[src/rtl/pattern_tx_pkg.sv]
// -----------------------------------------------------------------------------
// pattern_tx_pkg
//   Shared definitions for the serial pattern transmitter.
//   - state_t : FSM state encoding (IDLE / SEND / DONE)
//   - eff_len : maps a requested pattern length onto the length actually sent
// -----------------------------------------------------------------------------
package pattern_tx_pkg;

    typedef enum logic [1:0] {
        IDLE = 2'd0,
        SEND = 2'd1,
        DONE = 2'd2
    } state_t;

    // A length of 0, or anything longer than the pattern register, means
    // "send the whole register". Clamping here keeps the last-bit compare in
    // range for every later cycle of the pass.
    function automatic int unsigned eff_len(input int unsigned len,
                                            input int unsigned width);
        if ((len == 0) || (len > width)) begin
            return width;
        end
        return len;
    endfunction

endpackage

[src/rtl/pattern_tx_if.sv]
// -----------------------------------------------------------------------------
// pattern_tx_if
//   Valid/ready load port of the serial pattern transmitter.
//   Signals:
//     load_valid  producer -> tx  : pattern offered
//     load_ready  tx -> producer  : transmitter can accept a pattern
//     load_data   producer -> tx  : pattern, bit 0 sent first
//     load_len    producer -> tx  : bits to send (0 or >WIDTH means WIDTH)
//   Modports:
//     master : pattern producer
//     slave  : pattern_tx
// -----------------------------------------------------------------------------
interface pattern_tx_if #(
    parameter int unsigned WIDTH = 60
);
    localparam int unsigned LW = $clog2(WIDTH + 1);

    logic             load_valid;
    logic             load_ready;
    logic [WIDTH-1:0] load_data;
    logic [LW-1:0]    load_len;

    modport master (
        output load_valid,
        output load_data,
        output load_len,
        input  load_ready
    );

    modport slave (
        input  load_valid,
        input  load_data,
        input  load_len,
        output load_ready
    );

endinterface

[src/rtl/pattern_tx_tick.sv]
// -----------------------------------------------------------------------------
// pattern_tx_tick
//   Bit-period counter. Counts 0..DIV-1 while enabled and flags the final
//   clock of each serial bit period.
//   Ports:
//     clk    in  : clock
//     reset  in  : synchronous, active-high reset
//     clear  in  : restart the bit period (new pattern accepted)
//     en     in  : count enable (transmitter is sending)
//     tick   out : high on the last clock of a bit period
// -----------------------------------------------------------------------------
module pattern_tx_tick #(
    parameter int unsigned DIV = 1
) (
    input  logic clk,
    input  logic reset,
    input  logic clear,
    input  logic en,
    output logic tick
);

    localparam int unsigned CW = (DIV > 1) ? $clog2(DIV) : 1;
    localparam logic [CW-1:0] TC = CW'(DIV - 1);

    logic [CW-1:0] div_cnt_q;
    logic [CW-1:0] div_cnt_d;

    // With DIV=1 the count never leaves 0, so tick simply follows en.
    assign tick = en && (div_cnt_q == TC);

    always_comb begin
        div_cnt_d = div_cnt_q;
        if (clear) begin
            div_cnt_d = '0;
        end else if (en) begin
            div_cnt_d = tick ? '0 : (div_cnt_q + CW'(1));
        end
    end

    always_ff @(posedge clk) begin
        if (reset) begin
            div_cnt_q <= '0;
        end else begin
            div_cnt_q <= div_cnt_d;
        end
    end

endmodule

[src/rtl/pattern_tx.sv]
// -----------------------------------------------------------------------------
// pattern_tx
//   Serial pattern transmitter. Accepts a parallel pattern on a valid/ready
//   port and shifts it out LSB-first, one bit every DIV clocks. Supports a
//   variable pattern length, gapless repeat and abort.
//   Ports:
//     clk        in  : clock, rising edge
//     reset      in  : synchronous, active-high reset
//     load       if  : pattern_tx_if.slave load port (valid/ready/data/len)
//     repeat_en  in  : restart the pattern after its last bit
//     stop       in  : abort the current transmission
//     o_d        out : serial data
//     o_valid    out : o_d carries a pattern bit
//     o_last     out : current bit is the last bit of the pass
//     busy       out : SEND state active
//     done       out : one-cycle pulse when a pass completes without abort
//
//   state | meaning
//   ------+----------------------------------------------
//   IDLE  | waiting for a pattern, load_ready high
//   SEND  | shifting bits out, one per bit period
//   DONE  | one cycle after a finished pass, pulses done
// -----------------------------------------------------------------------------
module pattern_tx
    import pattern_tx_pkg::*;
#(
    parameter int unsigned WIDTH = 60,
    parameter int unsigned DIV   = 1
) (
    input  logic               clk,
    input  logic               reset,
    pattern_tx_if.slave        load,
    input  logic               repeat_en,
    input  logic               stop,
    output logic               o_d,
    output logic               o_valid,
    output logic               o_last,
    output logic               busy,
    output logic               done
);

    localparam int unsigned LW = $clog2(WIDTH + 1);
    localparam int unsigned IW = $clog2(WIDTH);

    state_t            state_q, state_d;
    logic [WIDTH-1:0]  shift_q, shift_d;
    logic [WIDTH-1:0]  reload_q, reload_d;
    logic [LW-1:0]     len_q, len_d;
    logic [IW-1:0]     bit_idx_q, bit_idx_d;

    logic              o_d_q, o_d_d;
    logic              o_valid_q, o_valid_d;
    logic              o_last_q, o_last_d;
    logic              busy_q, busy_d;
    logic              done_q, done_d;

    logic              load_fire;
    logic              tick;
    logic              last_bit;
    logic              advance;

    assign load.load_ready = (state_q == IDLE) && !reset;
    assign load_fire       = load.load_valid && load.load_ready;

    // len_q is never 0 after a load, so len_q-1 cannot underflow.
    assign last_bit = (LW'(bit_idx_q) == (len_q - LW'(1)));
    assign advance  = (state_q == SEND) && !stop && tick;

    pattern_tx_tick #(
        .DIV (DIV)
    ) u_tick (
        .clk   (clk),
        .reset (reset),
        .clear (load_fire),
        .en    (state_q == SEND),
        .tick  (tick)
    );

    // ---------------------------------------------------------------- state
    always_ff @(posedge clk) begin
        if (reset) begin
            state_q <= IDLE;
        end else begin
            state_q <= state_d;
        end
    end

    // ----------------------------------------------------------- next state
    always_comb begin
        state_d = state_q;
        unique case (state_q)
            IDLE: begin
                if (load_fire) begin
                    state_d = SEND;
                end
            end
            SEND: begin
                // stop wins over both the bit tick and the repeat decision
                if (stop) begin
                    state_d = IDLE;
                end else if (tick && last_bit) begin
                    state_d = repeat_en ? SEND : DONE;
                end
            end
            DONE: begin
                state_d = IDLE;
            end
            default: begin
                state_d = IDLE;
            end
        endcase
    end

    // ------------------------------------------------------------- datapath
    always_comb begin
        shift_d   = shift_q;
        reload_d  = reload_q;
        len_d     = len_q;
        bit_idx_d = bit_idx_q;
        if (load_fire) begin
            shift_d   = load.load_data;
            reload_d  = load.load_data;
            len_d     = LW'(eff_len(32'(load.load_len), WIDTH));
            bit_idx_d = '0;
        end else if (advance) begin
            if (last_bit) begin
                // Reloading on the final tick makes the next pass start
                // in the very next cycle, so repeats have no gap.
                shift_d   = repeat_en ? reload_q : (shift_q >> 1);
                bit_idx_d = '0;
            end else begin
                shift_d   = shift_q >> 1;
                bit_idx_d = bit_idx_q + IW'(1);
            end
        end
    end

    always_ff @(posedge clk) begin
        if (reset) begin
            shift_q   <= '0;
            reload_q  <= '0;
            len_q     <= '0;
            bit_idx_q <= '0;
        end else begin
            shift_q   <= shift_d;
            reload_q  <= reload_d;
            len_q     <= len_d;
            bit_idx_q <= bit_idx_d;
        end
    end

    // -------------------------------------------------------------- outputs
    // Outputs are registered from next-cycle values so they line up with the
    // state they describe.
    always_comb begin
        o_d_d     = 1'b0;
        o_valid_d = 1'b0;
        o_last_d  = 1'b0;
        busy_d    = 1'b0;
        done_d    = 1'b0;
        unique case (state_d)
            SEND: begin
                o_d_d     = shift_d[0];
                o_valid_d = 1'b1;
                o_last_d  = (LW'(bit_idx_d) == (len_d - LW'(1)));
                busy_d    = 1'b1;
            end
            DONE: begin
                done_d    = 1'b1;
            end
            default: begin
            end
        endcase
    end

    always_ff @(posedge clk) begin
        if (reset) begin
            o_d_q     <= 1'b0;
            o_valid_q <= 1'b0;
            o_last_q  <= 1'b0;
            busy_q    <= 1'b0;
            done_q    <= 1'b0;
        end else begin
            o_d_q     <= o_d_d;
            o_valid_q <= o_valid_d;
            o_last_q  <= o_last_d;
            busy_q    <= busy_d;
            done_q    <= done_d;
        end
    end

    assign o_d     = o_d_q;
    assign o_valid = o_valid_q;
    assign o_last  = o_last_q;
    assign busy    = busy_q;
    assign done    = done_q;

endmodule

[src/flat_wrapper.sv]
// flat-port wrapper written by rule: the top's interface ports become plain ports
module pattern_tx_flat import pattern_tx_pkg::*;
#(
    parameter int unsigned WIDTH = 60,
    parameter int unsigned DIV   = 1
)
  (clk, reset, repeat_en, stop, o_d, o_valid, o_last, busy, done, load_load_valid, load_load_data, load_load_len, load_load_ready);
  pattern_tx_if #(.WIDTH(WIDTH)) load_i ();
  input  logic clk;
  input  logic reset;
  input  logic repeat_en;
  input  logic stop;
  output logic o_d;
  output logic o_valid;
  output logic o_last;
  output logic busy;
  output logic done;
  input wire logic [$bits(load_i.load_valid)-1:0] load_load_valid;
  input wire logic [$bits(load_i.load_data)-1:0] load_load_data;
  input wire logic [$bits(load_i.load_len)-1:0] load_load_len;
  output wire logic [$bits(load_i.load_ready)-1:0] load_load_ready;
  assign load_i.load_valid = load_load_valid;
  assign load_i.load_data = load_load_data;
  assign load_i.load_len = load_load_len;
  assign load_load_ready = load_i.load_ready;
  pattern_tx #(.WIDTH(WIDTH), .DIV(DIV)) u_core (.clk(clk), .reset(reset), .load(load_i), .repeat_en(repeat_en), .stop(stop), .o_d(o_d), .o_valid(o_valid), .o_last(o_last), .busy(busy), .done(done));
endmodule
[config.mk]
export PLATFORM = sky130hd
export DESIGN_NAME = pattern_tx_flat
export DESIGN_NICKNAME = d
export VERILOG_FILES = /design/src/rtl/pattern_tx_pkg.sv /design/src/rtl/pattern_tx_if.sv /design/src/rtl/pattern_tx_tick.sv /design/src/rtl/pattern_tx.sv /design/src/flat_wrapper.sv
export SDC_FILE = /design/constraint.sdc
export NUM_CORES = 1
export LEC_CHECK = 0
export BUFFER_PORTS_ARGS = -buffer_cell sky130_fd_sc_hd__buf_4
export CAP_MARGIN = 25
export CORE_MARGIN = 5
export CORE_UTILIZATION = 45
export CTS_CLUSTER_SIZE = 25
export DETAILED_ROUTE_END_ITERATION = 10
export GPL_TIMING_DRIVEN = 1
export HOLD_SLACK_MARGIN = 0.15
export SYNTH_ARGS = -nofsm -noshare
export SYNTH_HDL_FRONTEND = slang
export SYNTH_SLANG_ARGS = --single-unit
[constraint.sdc]
create_clock -name clk -period 3.03 [get_ports clk]
set_input_delay 0.4545 -clock clk [delete_from_list [all_inputs] [get_ports clk]]
set_output_delay 0.4545 -clock clk [all_outputs]
set_load 0.05 [all_outputs]
==> results.toml <==
[run_status]
status = "complete, no violations"

[global_route]
grtUsageTotal = 0.183
antenna_found_initial = 0
use_met2 = 0.318
met1_usage = 0.221
grtUsageMet3 = 0.0447
grt-busiest-layer = "met2"
grt_start_max_net_pins = 72
grt_overflow = 0
grt_pass1_vias = 5015
grt_pass1_wl_um = 24200

[synthesis]
synthArstFlopShare = 0
synth_warnings = 0
syn-cell-area_um2 = 6220
yosysUniqueCellTypes = 57
synth_nets = 780
seq_area_frac_synth = 0.448
synth_compound_area_frac = 0.206
synth_edf_count = 0
synthAdderAreaFrac = 0.00604
syn_avg_cell_area_um2 = 8.80
synthMuxAreaShare = 0.106
synth_ff_type = "dfxtp_1"
synth-simple-area-share = 0.173
synth_cells = 706
synth_top_family_by_area = "compound AO/OA/AOI/OAI gates"
synth_seq_cells = 139
synth_xor_area_frac = 0.0207

[clocking]
clk_latency_ns = 0.42
cts_tree = "yes"
cts.sink_count = 139
cts_hold_buf = 0
cts_inserted_buffers = 17
htreeDepth = 4
root_buffer = "clkbuf_16"
ctsResizeCount = 0
clkSlewWorstSetupHoldPaths_ns = 0.06
ctsLongestPathBuffers = 2
postCtsSetupRepairBufs = 0

[worst_setup_path]
crit_fanout = 60
required_ns = 3.37
arrival_ns = 3.08
criticalPathCategory = "reg -> reg"
cp-end-kind = "register"
critPathLaunchType = "register"

[sta]
grt_setup_unrepaired = "false"
fin_tns_setup_ns = 0
setup_violations = 0
fmax_mhz = 365
whs_ns = 0.239
period_needed_ns = 2.74
hold_viol_final = 0
max-slew-margin-rel = 0.424
drv_slew = 0
clock_skew_ns = 0.0113
tightestPinTransition_ns = 0.864
period_share = 0.905

[pwr]
power.total_mw = 4.70
ir_drop_uv = 421
power.density_nw_per_um2 = 622
power.leakage_nw = 3.35

[die]
fp-row-count = 43
io_pins = 77
initial_core_util = 0.453
die_h_um = 128
core_area_um2 = 13700
die_area_um2 = 16300
die_w_um = 128

[worst_hold_path]
hold_class = "in -> reg"

[cells_and_area]
stdcell_count = 951
drive_above_1_share = 0.209
num-nets-final = 832
insertedDiodeCount = 0
syn2layout_area_growth_pct = 21.5
design_area_um2 = 7550

[place]
gp_congestion = 0.858
dpl-instance-area_um2 = 6930
placed_cells = 919
hpwlAfterDp_um = 9180
portBuffers = 76

[drt]
num_vias = 5148
wl_per_cell_um = 15.4
drcViolationCount = 0
drtAntennaViolNets = 0
viasPerCell = 5.41
drt_iter0_drc = 385
drt-pass1-iter-count = 4
wirelength_um = 14600

[run]
drv_cap = 0
[cells by family after synthesis]
group | Yosys count
compound gates | 178
xor+xnor | 13
fa+ha+maj | 3
buf+inv | 60
flops | 139
mux | 63
simple gates | 250
[layout make-up]
cell class	count	area, um2
Fill cell	1257	6170
Multi-Input combinational cell	507	3210
Sequential cell	139	2780
Timing Repair Buffer	87	686
Clock buffer	22	484
Tap cell	180	225
Clock inverter	10	138
Inverter	6	22.5
[path summary, 6_finish.rpt]
| kind | startpoint | end | slack [ns] | cells past startpoint |
|---|---|---|---|---|
| worst max-delay path | u_core.len_q[0] | u_core.shift_q[34] | 0.29 | 10 |
| worst min-delay path | load_load_data[28] | u_core.reload_q[28] | 0.24 | 3 |
| worst max register to register | u_core.len_q[0] | u_core.shift_q[34] | 0.29 | 10 |
| worst min register to register | u_core.reload_q[28] | u_core.reload_q[28] | 0.44 | 2 |
[cells in the mapped netlist (all sizes together), types with 17 or more instances]
master	number	area, um2
a211o	37	325
a21oi	67	335
a22o	25	219
a22oi	24	180
buf	17	91.3
clkbuf	37	139
dfxtp	139	2780
mux2	25	282
mux2i	38	380
nand2	145	544
nor2	65	246
[power breakdown]
group | internal, mW | leakage (nW) | switching [mW]
clock network | 1.38 | 0.303 | 0.770
logic | 0.254 | 1.91 | 0.279
registers | 1.95 | 1.14 | 0.0641
[routing by layer]
metal,part of all wire,vias up
met2,0.50,83
met1,0.44,2455
met3,0.039,19
li1,-,2591
met4,0.015,0
met5,0,-
[sequential cells by signal, indices dropped and copies added (netlist names)]
| name | cells |
|---|---|
| u_core.len_q | 6 |
| u_core.bit_idx_q | 6 |
| u_core.done | 1 |
| u_core.o_last | 1 |
| u_core.u_tick.div_cnt_q | 1 |
| u_core.o_valid | 1 |
| u_core.state_q | 2 |
| u_core.reload_q | 60 |
| u_core.shift_q | 60 |
| u_core.o_d | 1 |
[cells in the final DEF, fill, tap and decap left out, types with 5 or more instances in the layout]
cell type	count
mux2i_1	38
o21ai_0	6
nand2_1	144
xor2_1	5
buf_4	84
nand3_1	5
nor3_1	6
a22oi_1	24
nor2b_1	5
dfxtp_1	139
mux2_2	25
nor2_1	62
a211o_1	36
a22o_1	25
clkbuf_16	17
inv_1	6
xnor2_1	7
a21oi_1	67
[stage by stage]
step,worst slack (ns),util
3_3_place_gp,0.217,0.504
4_1_cts,0.288,0.550
3_5_place_dp,0.177,0.505
2_1_floorplan,0.326,-
6_report,0.289,0.550
5_1_grt,0.126,0.550
[critical path, stage by stage (launching register included)]
cell and delay (ns):
dfxtp_1 0.44, inv_1 0.08, ha_1 0.22, or3_1 0.37, a31o_2 0.25, nor2_2 0.32, nand2_4 0.09, buf_12 0.21
mux2i_1 0.18, a211o_1 0.31, a21oi_1 0.13
Power figures use the tool's default switching activity.
